--- src/rtl/modboard_route_pkg.sv ---
// Shared types and helpers for the modboard pin router.
package modboard_route_pkg;

  localparam int unsigned N_IN_DEF     = 8;
  localparam int unsigned N_OUT_DEF    = 4;
  localparam int unsigned DEAD_CYC_DEF = 4;

  typedef enum logic [1:0] {
    IDLE  = 2'd0,
    BREAK = 2'd1,
    DEAD  = 2'd2,
    MAKE  = 2'd3
  } route_state_t;

  // Ceiling log2; clog2(1) == 0.
  function automatic int unsigned clog2(input int unsigned n);
    int unsigned r;
    r = 0;
    while ((64'(1) << r) < 64'(n)) r++;
    return r;
  endfunction

  // Frame layout, MSB first: out_idx | en | src.
  function automatic int unsigned frame_w(input int unsigned oidx_w, input int unsigned sel_w);
    return oidx_w + 1 + sel_w;
  endfunction

  function automatic int unsigned src_lsb();
    return 0;
  endfunction

  function automatic int unsigned en_pos(input int unsigned sel_w);
    return sel_w;
  endfunction

  function automatic int unsigned oidx_lsb(input int unsigned sel_w);
    return sel_w + 1;
  endfunction

endpackage

--- src/rtl/modboard_route_spi_rx.sv ---
// Serial config receiver: synchronises the MCU port, shifts frames in and
// reports each completed frame as a one-cycle valid or error pulse.
module modboard_route_spi_rx
  import modboard_route_pkg::*;
#(
  parameter int unsigned N_IN   = N_IN_DEF,
  parameter int unsigned SEL_W  = 3,
  parameter int unsigned OIDX_W = 2
) (
  input  logic              clk,
  input  logic              rst_n,
  input  logic              cfg_cs_n,
  input  logic              cfg_sck,
  input  logic              cfg_sdi,
  output logic              frame_valid,
  output logic              frame_err,
  output logic [OIDX_W-1:0] frame_oidx,
  output logic              frame_en,
  output logic [SEL_W-1:0]  frame_src
);

  localparam int unsigned FRAME_W  = frame_w(OIDX_W, SEL_W);
  localparam int unsigned CNT_MAX  = FRAME_W + 1;
  localparam int unsigned CNT_W    = clog2(FRAME_W + 2);
  localparam int unsigned SRC_LSB  = src_lsb();
  localparam int unsigned EN_POS   = en_pos(SEL_W);
  localparam int unsigned OIDX_LSB = oidx_lsb(SEL_W);

  logic [1:0]         cs_sync;
  logic [1:0]         sck_sync;
  logic [1:0]         sdi_sync;
  logic               cs_q;
  logic               sck_q;
  logic [FRAME_W-1:0] shift_q;
  logic [CNT_W-1:0]   cnt_q;
  logic               cs_s;
  logic               sck_s;
  logic               sdi_s;
  logic               sck_rise;
  logic               cs_rise;
  logic               src_ok;
  logic               len_ok;

  assign cs_s     = cs_sync[1];
  assign sck_s    = sck_sync[1];
  assign sdi_s    = sdi_sync[1];
  assign sck_rise = sck_s & ~sck_q;
  assign cs_rise  = cs_s & ~cs_q;
  assign len_ok   = (cnt_q == CNT_W'(FRAME_W));

  // Range check only needed when SEL_W can encode more sources than exist.
  if ((64'(1) << SEL_W) <= 64'(N_IN)) begin : g_src_full
    assign src_ok = 1'b1;
  end else begin : g_src_chk
    assign src_ok = (32'(shift_q[SRC_LSB +: SEL_W]) < N_IN);
  end

  // Two-flop synchronisers plus one delay stage for edge detection.
  always_ff @(posedge clk or negedge rst_n) begin
    if (!rst_n) begin
      cs_sync  <= 2'b11;
      sck_sync <= 2'b00;
      sdi_sync <= 2'b00;
      cs_q     <= 1'b1;
      sck_q    <= 1'b0;
    end else begin
      cs_sync  <= {cs_sync[0], cfg_cs_n};
      sck_sync <= {sck_sync[0], cfg_sck};
      sdi_sync <= {sdi_sync[0], cfg_sdi};
      cs_q     <= cs_s;
      sck_q    <= sck_s;
    end
  end

  // Shift in on SCK rise while selected; count saturates one past a full frame.
  always_ff @(posedge clk or negedge rst_n) begin
    if (!rst_n) begin
      shift_q <= '0;
      cnt_q   <= '0;
    end else if (cs_s) begin
      cnt_q <= '0;
    end else if (sck_rise) begin
      shift_q <= {shift_q[FRAME_W-2:0], sdi_s};
      if (cnt_q != CNT_W'(CNT_MAX)) cnt_q <= cnt_q + CNT_W'(1);
    end
  end

  // Judge the frame when chip select is released.
  always_ff @(posedge clk or negedge rst_n) begin
    if (!rst_n) begin
      frame_valid <= 1'b0;
      frame_err   <= 1'b0;
      frame_oidx  <= '0;
      frame_en    <= 1'b0;
      frame_src   <= '0;
    end else begin
      frame_valid <= cs_rise & len_ok & src_ok;
      frame_err   <= cs_rise & ~(len_ok & src_ok);
      if (cs_rise) begin
        frame_oidx <= shift_q[OIDX_LSB +: OIDX_W];
        frame_en   <= shift_q[EN_POS];
        frame_src  <= shift_q[SRC_LSB +: SEL_W];
      end
    end
  end

endmodule

--- src/rtl/modboard_route_ctrl.sv ---
// N_IN x N_OUT pin router with serially configured, break-before-make routes.
module modboard_route_ctrl
  import modboard_route_pkg::*;
#(
  parameter int unsigned N_IN     = N_IN_DEF,
  parameter int unsigned N_OUT    = N_OUT_DEF,
  parameter int unsigned SEL_W    = clog2(N_IN),
  parameter int unsigned OIDX_W   = clog2(N_OUT),
  parameter int unsigned DEAD_CYC = DEAD_CYC_DEF
) (
  input  logic             clk,
  input  logic             rst_n,
  input  logic             cfg_cs_n,
  input  logic             cfg_sck,
  input  logic             cfg_sdi,
  input  logic             err_clr,
  input  logic [N_IN-1:0]  pins_in,
  output logic [N_OUT-1:0] pins_out,
  output logic [N_OUT-1:0] pins_oe,
  output logic             busy,
  output logic             cfg_err,
  output logic             cfg_ovf
);

  localparam int unsigned DC_W = (clog2(DEAD_CYC) > 0) ? clog2(DEAD_CYC) : 1;

  logic              rx_valid;
  logic              rx_err;
  logic [OIDX_W-1:0] rx_oidx;
  logic              rx_en;
  logic [SEL_W-1:0]  rx_src;

  logic              pend_full;
  logic [OIDX_W-1:0] pend_oidx;
  logic              pend_en;
  logic [SEL_W-1:0]  pend_src;
  logic              pop;

  route_state_t      state;
  logic [OIDX_W-1:0] w_oidx;
  logic              w_en;
  logic [SEL_W-1:0]  w_src;
  logic [DC_W-1:0]   dead_cnt;
  logic [SEL_W-1:0]  sel [N_OUT];

  modboard_route_spi_rx #(
    .N_IN   (N_IN),
    .SEL_W  (SEL_W),
    .OIDX_W (OIDX_W)
  ) u_rx (
    .clk         (clk),
    .rst_n       (rst_n),
    .cfg_cs_n    (cfg_cs_n),
    .cfg_sck     (cfg_sck),
    .cfg_sdi     (cfg_sdi),
    .frame_valid (rx_valid),
    .frame_err   (rx_err),
    .frame_oidx  (rx_oidx),
    .frame_en    (rx_en),
    .frame_src   (rx_src)
  );

  assign pop = (state == IDLE) && pend_full;

  // One-deep pending slot; a post in the pop cycle refills it without overflow.
  always_ff @(posedge clk or negedge rst_n) begin
    if (!rst_n) begin
      pend_full <= 1'b0;
      pend_oidx <= '0;
      pend_en   <= 1'b0;
      pend_src  <= '0;
    end else if (rx_valid) begin
      pend_full <= 1'b1;
      pend_oidx <= rx_oidx;
      pend_en   <= rx_en;
      pend_src  <= rx_src;
    end else if (pop) begin
      pend_full <= 1'b0;
    end
  end

  // Sticky flags; a new event wins over a coincident clear.
  always_ff @(posedge clk or negedge rst_n) begin
    if (!rst_n) begin
      cfg_err <= 1'b0;
      cfg_ovf <= 1'b0;
    end else begin
      if (rx_err)       cfg_err <= 1'b1;
      else if (err_clr) cfg_err <= 1'b0;
      if (rx_valid && pend_full && !pop) cfg_ovf <= 1'b1;
      else if (err_clr)                  cfg_ovf <= 1'b0;
    end
  end

  // Break/dead/make sequencer; touches only the addressed output.
  always_ff @(posedge clk or negedge rst_n) begin
    if (!rst_n) begin
      state    <= IDLE;
      busy     <= 1'b0;
      w_oidx   <= '0;
      w_en     <= 1'b0;
      w_src    <= '0;
      dead_cnt <= '0;
      pins_oe  <= '0;
      for (int k = 0; k < int'(N_OUT); k++) sel[k] <= '0;
    end else begin
      case (state)
        IDLE: begin
          if (pend_full) begin
            w_oidx <= pend_oidx;
            w_en   <= pend_en;
            w_src  <= pend_src;
            busy   <= 1'b1;
            state  <= BREAK;
          end
        end
        BREAK: begin
          pins_oe[w_oidx] <= 1'b0;
          dead_cnt        <= DC_W'(DEAD_CYC - 1);
          state           <= DEAD;
        end
        DEAD: begin
          if (dead_cnt == '0) state <= MAKE;
          else                dead_cnt <= dead_cnt - DC_W'(1);
        end
        MAKE: begin
          sel[w_oidx]     <= w_src;
          pins_oe[w_oidx] <= w_en;
          busy            <= 1'b0;
          state           <= IDLE;
        end
        default: begin
          busy  <= 1'b0;
          state <= IDLE;
        end
      endcase
    end
  end

  // Combinational output mux; disabled outputs drive 0.
  always_comb begin
    pins_out = '0;
    for (int k = 0; k < int'(N_OUT); k++) begin
      pins_out[k] = pins_oe[k] ? pins_in[sel[k]] : 1'b0;
    end
  end

endmodule

--- config.mk ---
export PLATFORM = sky130hd
export DESIGN_NAME = modboard_route_ctrl
export DESIGN_NICKNAME = d
export VERILOG_FILES = /design/src/rtl/modboard_route_pkg.sv /design/src/rtl/modboard_route_spi_rx.sv /design/src/rtl/modboard_route_ctrl.sv
export SDC_FILE = /design/constraint.sdc
export NUM_CORES = 1
export LEC_CHECK = 0
export ABC_CLOCK_PERIOD_IN_PS = 1700
export BUFFER_PORTS_ARGS = -buffer_cell sky130_fd_sc_hd__buf_2
export CAP_MARGIN = 20
export CORE_ASPECT_RATIO = 0.5
export CORE_MARGIN = 4
export CORE_UTILIZATION = 40
export CTS_CLUSTER_DIAMETER = 50
export DETAILED_ROUTE_END_ITERATION = 8
export GPL_TIMING_DRIVEN = 0
export PLACE_DENSITY = 0.53
export SYNTH_ARGS = -nofsm -noshare
export SYNTH_HDL_FRONTEND = slang
export SYNTH_HIERARCHICAL = 1
export SYNTH_SLANG_ARGS = --single-unit
--- constraint.sdc ---
create_clock -name clk -period 1.7 [get_ports clk]
set_input_delay 0.34 -clock clk [delete_from_list [all_inputs] [get_ports clk]]
set_output_delay 0.34 -clock clk [all_outputs]
set_load 0.02 [all_outputs]
==> impl_metrics.toml, run 1 <==
[layout]
layout.nets = 257
areaGrowthSynthToFinish_pct = 23.8
n_fill_cell = 549
drive_above_1_share = 0.454
final_util = 0.530
n_antenna_cell = 0

[grt]
grt_max_degree = 34
grt-ovfl-total = 0
antenna_found_initial = 0
grt_pass1_vias = 1702
grtUsageTotal = 0.129
grt_pass1_wl_um = 8160

[synthesis]
synth_nets = 213
syn_avg_cell_area_um2 = 14.1
synth-seq-cells = 61
synth_cell_types = 31
synth_adder_area_share = 0.0370
synth-edff-count = 0
synth_xor_area_frac = 0.00324
ys_warn_count = 6
netlist_instances = 191
async_reset_ff_frac = 1.00
ys.flop_type = "dfrtp_1"
synthMuxAreaShare = 0.243
yosys.area_share.simple = 0.0620
yosysSeqAreaShare = 0.566
syn_area_um2 = 2700
synth_compound_area_frac = 0.0648
synth_top_family_by_area = "multiplexers"

[drt]
ant_nets = 0
vias = 1595
first_pass_iters = 4
viasPerCell = 4.86
drt_wl_total_um = 4540
drt_iter0_drc = 46
wire_per_inst_um = 13.8
drc = 0

[outcome]
violations = "negative setup slack"
outcome = "finished with violations"

[placement]
io_buffers = 24
gp_congestion = 0.794
hpwl_um = 3270
place_ws_ns = 0.0170

[timing]
max_freq_mhz = 527
rsz0062_at_grt = "yes"
finalMaxSlewViolations = 0
final.setup.tns_ns = -0.725
hold_viol = 0
fin_ws_ns = -0.199
worst_pin_slew_ns = 0.674
maxSlewHeadroom = 0.550
finalCritPeriodShare = 1.12
min_period_ns = 1.90
setup_violations = 4
skew_ns = 0.00501

[clocking]
cts.reportedPaths.clkPinSlew_ns = 0.05
clock_path_buffers = 2
clkSinkCount = 61
cts_tree = "built"
insertion_delay_ns = 0.32
h-tree-depth = 3
hold_buffers = 0
clk_root_buffer_cell = "clkbuf_16"
cts_made_buffers = 9

[power_and_ir_drop]
powerDensity_nw_per_um2 = 1250
power.leakage_nw = 1.60
finalPower_mw = 4.17
vdd_ir_drop_max_mv = 0.793

[worst_hold_path]
hold_path_class = "primary input to async pin"

[worst_setup_path]
end_kind = "output pin"
path_class = "register to output pin"
worstPathArrival_ns = 1.56
critPathLaunchType = "register"
crit_required_ns = 1.36
worst-path-max-fanout = 4

[die]
die_h_um = 66.1
initial_utilization = 0.429
die_area_um2 = 8220
core_um2 = 6310
boundaryPins = 25
dieWidth_um = 124
fp-row-count = 20

[run]
maxCapViolations = 0
-- registers in the layout, summed over array words and instances (netlist names), 2 cells and up --
name,count
w_src,3
pend_oidx,2
u_rx/cnt_q,3
u_rx/sck_sync,2
u_rx/cs_sync,2
sel,12
state,2
u_rx/frame_src,3
u_rx/sdi_sync,2
pend_src,3
pins_oe,4
u_rx/shift_q,6
dead_cnt,2
w_oidx,2
u_rx/frame_oidx,2
-- cell usage in the layout, fill, tap and decap left out, types with 2 or more instances in the layout --
| cell type | Yosys | final |
|---|---|---|
| a21o_1 | 2 | 2 |
| a21oi_1 | 3 | 3 |
| a311oi_1 | 4 | 3 |
| and2b_1 | 3 | 3 |
| buf_2 | 0 | 24 |
| buf_4 | 0 | 7 |
| buf_6 | 1 | 2 |
| clkbuf_1 | 1 | 3 |
| clkbuf_16 | 0 | 9 |
| clkinv_2 | 0 | 2 |
| dfrtp_1 | 58 | 56 |
| dfrtp_2 | 0 | 2 |
| dfstp_2 | 3 | 3 |
| ha_1 | 8 | 8 |
| inv_1 | 13 | 13 |
| mux2_2 | 37 | 37 |
| mux2_4 | 6 | 6 |
| mux2i_1 | 6 | 6 |
| mux4_2 | 4 | 4 |
| nand2_1 | 3 | 3 |
| nand2b_1 | 4 | 4 |
| nor2_1 | 7 | 5 |
| nor2_2 | 0 | 2 |
| nor2b_1 | 2 | 2 |
| nor3_1 | 3 | 2 |
| o21ai_0 | 6 | 6 |
| o31ai_1 | 6 | 3 |
| o31ai_2 | 0 | 3 |
| or2_1 | 2 | 2 |
-- cell usage after synthesis (2+ instances only) --
master    count  area share
a21oi_1       3      0.0056
and2b_1       3      0.0083
nand2b_1      4      0.0093
or2_1         2      0.0046
dfstp_2       3       0.029
mux4_2        4       0.033
a311oi_1      4       0.013
nand2_1       3      0.0042
mux2_2       37        0.15
dfrtp_1      58        0.54
inv_1        13       0.018
nor2_1        7      0.0097
mux2i_1       6       0.022
mux2_4        6       0.033
nor3_1        3      0.0056
ha_1          8       0.037
o21ai_0       6       0.011
o31ai_1       6       0.017
nor2b_1       2      0.0046
a21o_1        2      0.0056
-- power by group --
group	switching (mW)	internal [mW]
sequential	0.127	1.65
combinational	0.300	0.343
clock	0.580	1.17
-- timing repair --
action / in CTS / in global routing
resized for setup: 2 / 8
setup buffers: 4 / 4
hold endpoints to repair: 0 / 0
pin swaps: 1 / 0
setup endpoints to repair: 4 / 7
-- routing by layer --
metal  part of all wire  up-vias  track usage
met5                  0        -            0
met4              0.016        0       0.0533
met3              0.065       11       0.0621
met2               0.45       29        0.204
met1               0.47      773        0.151
li1                   -      782            -
-- through the flow --
stage	instances	cell area, um^2	hold WS [ns]
after global placement	303	2930	0.332
after global routing	328	3340	0.105
after floorplan	191	2700	0.0444
after CTS	324	3280	0.0748
final	328	3340	0.0587
after detailed placement	304	2950	0.337
-- final cells by class --
type / count / area (um^2) / area share
Multi-Input combinational cell: 115 / 1140 / 0.341
Timing Repair Buffer: 33 / 204 / 0.0610
Clock inverter: 4 / 47.5 / 0.0142
Clock buffer: 12 / 246 / 0.0737
Tap cell: 88 / 110 / 0.0329
Sequential cell: 61 / 1530 / 0.458
Inverter: 13 / 48.8 / 0.0146
Buffer: 2 / 15.0 / 0.00449
-- path summary, 6_finish.rpt --
kind,start,to,slack (ns),cells past startpoint
max,sel[10],pins_out[0],-0.20,4
min reg2reg,u_rx/sdi_sync[0],u_rx/sdi_sync[1],0.35,0
max in group asynchronous,rst_n,sel[10],1.02,2
max reg2reg,u_rx/cnt_q[0],u_rx/cnt_q[0],0.12,4
min,rst_n,u_rx/cnt_q[0],0.06,1
min in group clk,cfg_cs_n,u_rx/cs_sync[0],0.12,1
-- critical path, stage by stage (launching register included) --
cell and delay, ns:
dfrtp_2 0.40, mux4_2 0.52, nor2_2 0.10, a311oi_2 0.04
buf_2 0.17
-- kinds of logic (layout without fill, tap and decap cells) --
family,Yosys count,count (layout)
AO/OA/AOI/OAI,25,25
XOR/XNOR,1,1
AND/OR/NAND/NOR,28,28
multiplexers,53,53
buffers and inverters,15,64
flip-flops,61,61
adder cells (fa/ha/maj),8,8
Power figures use the tool's default switching activity.
==> run 2, diff against run 1 <==
- SKIP_CTS_REPAIR_TIMING: unset -> 1
==> impl_metrics.toml, run 2 (synthesized netlist as in run 1, its figures left out) <==
[clocking]
h-tree-depth = 3
cts_made_buffers = 9
cts.reportedPaths.clkPinSlew_ns = 0.05
clkSinkCount = 61
insertion_delay_ns = 0.32
clock_path_buffers = 2
cts_tree = "built"
clk_root_buffer_cell = "clkbuf_16"

[power_and_ir_drop]
power.leakage_nw = 1.59
finalPower_mw = 4.17
powerDensity_nw_per_um2 = 1250
p_switching_mw = 1.01
p_int_mw = 3.16
p_sw_frac = 0.242
power.share.clock = 0.419
p_seq_frac = 0.427
vdd_ir_drop_max_mv = 0.793
combPwrFrac = 0.154

[worst_setup_path]
r2r_slack_ns = 0.12
critPathLaunchType = "register"
worst-path-max-fanout = 4
crit_required_ns = 1.36
path_class = "register to output pin"
end_kind = "output pin"
worstPathArrival_ns = 1.55

[placement]
gp_congestion = 0.794
postPlaceCellArea_um2 = 2950
io_buffers = 24
hpwl_um = 3270

[layout]
mostFrequentLayoutCells = "dfrtp_1 (53), mux2_2 (37), buf_2 (24)"
areaGrowthSynthToFinish_pct = 23.3
layout.nets = 256
reg_top3 = "sel x12, u_rx/shift_q x6, pins_oe x4"
stdcell_area_um2 = 3330
largest_reg_flops = 12
final_util = 0.528
n_fill_cell = 545
top_register = "sel"
layout_commonest_cell = "dfrtp_1"
n_antenna_cell = 0
drive_above_1_share = 0.460

[grt]
grt_pass1_wl_um = 8180
grt-ovfl-total = 0
grtUsageTotal = 0.129
antenna_found_initial = 0
grt_pass1_vias = 1686
grt_max_degree = 34

[timing]
setup_violations = 4
fin_ws_ns = -0.194
hold_viol = 0
skew_ns = 0.00501
min_period_ns = 1.89
worst_pin_slew_ns = 0.674
maxSlewHeadroom = 0.551
finalCritPeriodShare = 1.11
rsz0062_at_grt = "yes"
max_freq_mhz = 528
finalMaxSlewViolations = 0
final.setup.tns_ns = -0.736

[worst_hold_path]
hold_path_class = "primary input to async pin"

[drt]
ant_nets = 0
viasPerCell = 4.85
wire_per_inst_um = 13.8
first_pass_iters = 4
vias = 1587
drt_wl_total_um = 4520
drc = 0
drt_iter0_drc = 42

[die]
boundaryPins = 25
core_um2 = 6310
fp-row-count = 20
dieWidth_um = 124
die_area_um2 = 8220
die_h_um = 66.1
initial_utilization = 0.429

[run]
maxCapViolations = 0

[outcome]
outcome = "finished with violations"
violations = "negative setup slack"
==> run 2: cell count changes in the layout (fill, tap and decap cells not counted) <==
cell,change
o31ai_2,-1
dfrtp_1,-3
o31ai_1,+1
dfrtp_2,+3
buf_6,-1
==> run 2: critical path, stage by stage, from the launching register on <==
cell and delay [ns]:
dfrtp_2 0.40, mux4_2 0.52, nor2_2 0.10, a311oi_2 0.04, buf_2 0.17
==> run 2: worst paths after layout <==
kind	start	end	cells past startpoint
max	sel[10]	pins_out[0]	4
min	rst_n	u_rx/cnt_q[0]	1
max reg2reg	u_rx/cnt_q[0]	u_rx/cnt_q[0]	4
min reg2reg	u_rx/sdi_sync[0]	u_rx/sdi_sync[1]	0
max in group asynchronous	rst_n	sel[10]	2
min in group clk	cfg_cs_n	u_rx/cs_sync[0]	1
==> run 2: power groups by stage <==
stage	Clock (mW)	Sequential, mW	Combinational [mW]
6_report	1.75	1.78	0.642
5_1_grt	1.88	1.82	0.737
4_1_cts	1.81	1.78	0.649
3_5_place_dp	0	1.81	0.648
3_3_place_gp	0	1.80	0.621
2_1_floorplan	0	1.79	0.481
==> run 2: metrics by stage <==
stage | std cells | setup slack [ns] | hold slack, ns
final | 327 | -0.194 | 0.0585
after global routing | 327 | -0.277 | 0.105
after CTS | 320 | -0.264 | 0.0748
after detailed placement | 304 | 0.0170 | 0.337
after global placement | 303 | 0.0447 | 0.332
after floorplan | 191 | 0.0453 | 0.0444
==> run 2: cell type report <==
cell class,instances,area (um^2),area share
clock inverter,4,47.5,0.0143
sequential,61,1540,0.461
clock buffer,12,246,0.0740
buffer,2,15.0,0.00451
multi-input combinational,115,1130,0.341
inverter,13,48.8,0.0146
timing repair buffer,32,193,0.0578
tap,88,110,0.0330
==> run 2: metal layers <==
metal,wire length (um),global-route usage
met3,308,0.0621
met5,0,0
met4,71,0.0533
met1,2110,0.153
met2,2030,0.202
==> run 3, diff against run 2 <==
- BUFFER_PORTS_ARGS: -buffer_cell sky130_fd_sc_hd__buf_2 -> -buffer_cell sky130_fd_sc_hd__buf_4
- MAX_ROUTING_LAYER: unset -> met4
==> impl_metrics.toml, run 3 (synthesized netlist as in run 1, its figures left out) <==
[die]
core_um2 = 6310
die_h_um = 66.1
boundaryPins = 25
dieWidth_um = 124
fp-row-count = 20
initial_utilization = 0.429
die_area_um2 = 8220

[worst_setup_path]
end_kind = "output pin"
crit_family = "multiplexers"
path_cells = "mux4_2 > nor2_2 > a311oi_2 > buf_4"
reg2reg_depth = 4
path_class = "register to output pin"
slowest_delay_ns = 0.52
worstPathArrival_ns = 1.56
critPathLaunchType = "register"
r2r-end = "u_rx/cnt_q[1]"
slowest_stage = "mux4_2"
r2r_slack_ns = 0.12
r2r-start = "u_rx/cnt_q[0]"
worst-path-max-fanout = 4
cp.buffers_inverters = 1
crit_required_ns = 1.36

[layout]
mostFrequentLayoutCells = "dfrtp_1 (55), mux2_2 (37), buf_4 (32)"
areaGrowthSynthToFinish_pct = 26.9
largest_reg_flops = 12
stdcell_area_um2 = 3430
reg_top3 = "sel x12, u_rx/shift_q x6, pins_oe x4"
layout_commonest_cell = "dfrtp_1"
drive_above_1_share = 0.460
top_register = "sel"
layout.nets = 256
n_antenna_cell = 0

[drt]
drt_wl_total_um = 4600
ant_nets = 0
drc = 0
first_pass_iters = 4
viasPerCell = 4.91
vias = 1604
wire_per_inst_um = 14.1
drt_iter0_drc = 54

[grt]
grtUsageTotal = 0.127
grt_max_degree = 62
grt_pass1_wl_um = 7880
antenna_found_initial = 0
grt_pass1_vias = 1596
grt-ovfl-total = 0

[timing]
rsz0062_at_grt = "yes"
hold_viol = 0
max_freq_mhz = 525
skew_ns = 0.00359
finalCritPeriodShare = 1.12
finalMaxSlewViolations = 0
maxSlewHeadroom = 0.496
min_period_ns = 1.90
worst_pin_slew_ns = 0.756
setup_violations = 4
fin_ws_ns = -0.204

[placement]
hpwl_um = 3210
io_buffers = 24
gp_congestion = 0.785
place_ws_ns = -0.00271
postPlaceCellArea_um2 = 2990

[power_and_ir_drop]
p_seq_frac = 0.401
power.share.clock = 0.452
powerDensity_nw_per_um2 = 1300
p_switching_mw = 1.01
combPwrFrac = 0.147
finalPower_mw = 4.46
power.leakage_nw = 1.63
vdd_ir_drop_max_mv = 0.580
p_sw_frac = 0.227
p_int_mw = 3.45

[clocking]
insertion_delay_ns = 0.32
cts_made_buffers = 9
cts.reportedPaths.clkPinSlew_ns = 0.05
clock_path_buffers = 2
h-tree-depth = 3
clk_root_buffer_cell = "clkbuf_16"
cts_tree = "built"
clkSinkCount = 61

[run]
maxCapViolations = 0

[outcome]
outcome = "finished with violations"
violations = "negative setup slack"

[worst_hold_path]
hold_path_class = "primary input to async pin"
==> run 3: changes by cell type in the layout (fill, tap and decap cells not counted), sizes merged <==
cell,change
clkbuf,+1
clkinvlp,-1
clkinv,-1
bufinv,+1
==> run 3: cell type report <==
cell class	instances	area, um^2
Timing Repair Buffer	32	240
Fill cell	527	2880
Inverter	13	48.8
Clock buffer	13	280
Sequential cell	61	1530
Tap cell	88	110
Buffer	2	15.0
Clock inverter	3	65.1
Multi-Input combinational cell	115	1140
==> run 3: per-layer routing <==
metal | wire [um] | vias to the layer above | share of wire | track usage
met5 | 0 | - | 0 | -
met4 | 92 | 0 | 0.020 | 0.0615
met3 | 236 | 12 | 0.051 | 0.0508
met2 | 2070 | 32 | 0.45 | 0.188
met1 | 2210 | 785 | 0.48 | 0.153
li1 | - | 775 | - | -
==> run 3: worst max path at each step <==
stage,startpoint,end,slack [ns],cells after the start
final,sel[1],pins_out[3],-0.20,4
after global routing,sel[7],pins_out[1],-0.25,4
after CTS,sel[4],pins_out[2],-0.22,4
after detailed placement,state[0],sel[10],-0.003,4
after global placement,state[0],sel[9],0.01,4
after floorplan,sel[10],pins_out[0],0.05,3
==> run 3: stage by stage <==
stage | hold WS [ns] | cells | utilization | setup TNS [ns]
after floorplan | 0.0444 | 191 | - | 0
after global placement | 0.331 | 303 | 0.475 | 0
after global routing | 0.109 | 327 | 0.544 | -0.923
after detailed placement | 0.336 | 303 | 0.475 | -0.00488
final | 0.0853 | 327 | 0.544 | -0.707
after CTS | 0.108 | 319 | 0.529 | -0.935
==> run 3: power by group through the flow <==
| stage | logic [mW] | clock network (mW) | registers [mW] |
|---|---|---|---|
| floorplan | 0.481 | 0 | 1.79 |
| global placement | 0.640 | 0 | 1.80 |
| detailed placement | 0.658 | 0 | 1.81 |
| CTS | 0.660 | 2.08 | 1.79 |
| global route | 0.738 | 2.15 | 1.82 |
| finish | 0.656 | 2.02 | 1.79 |
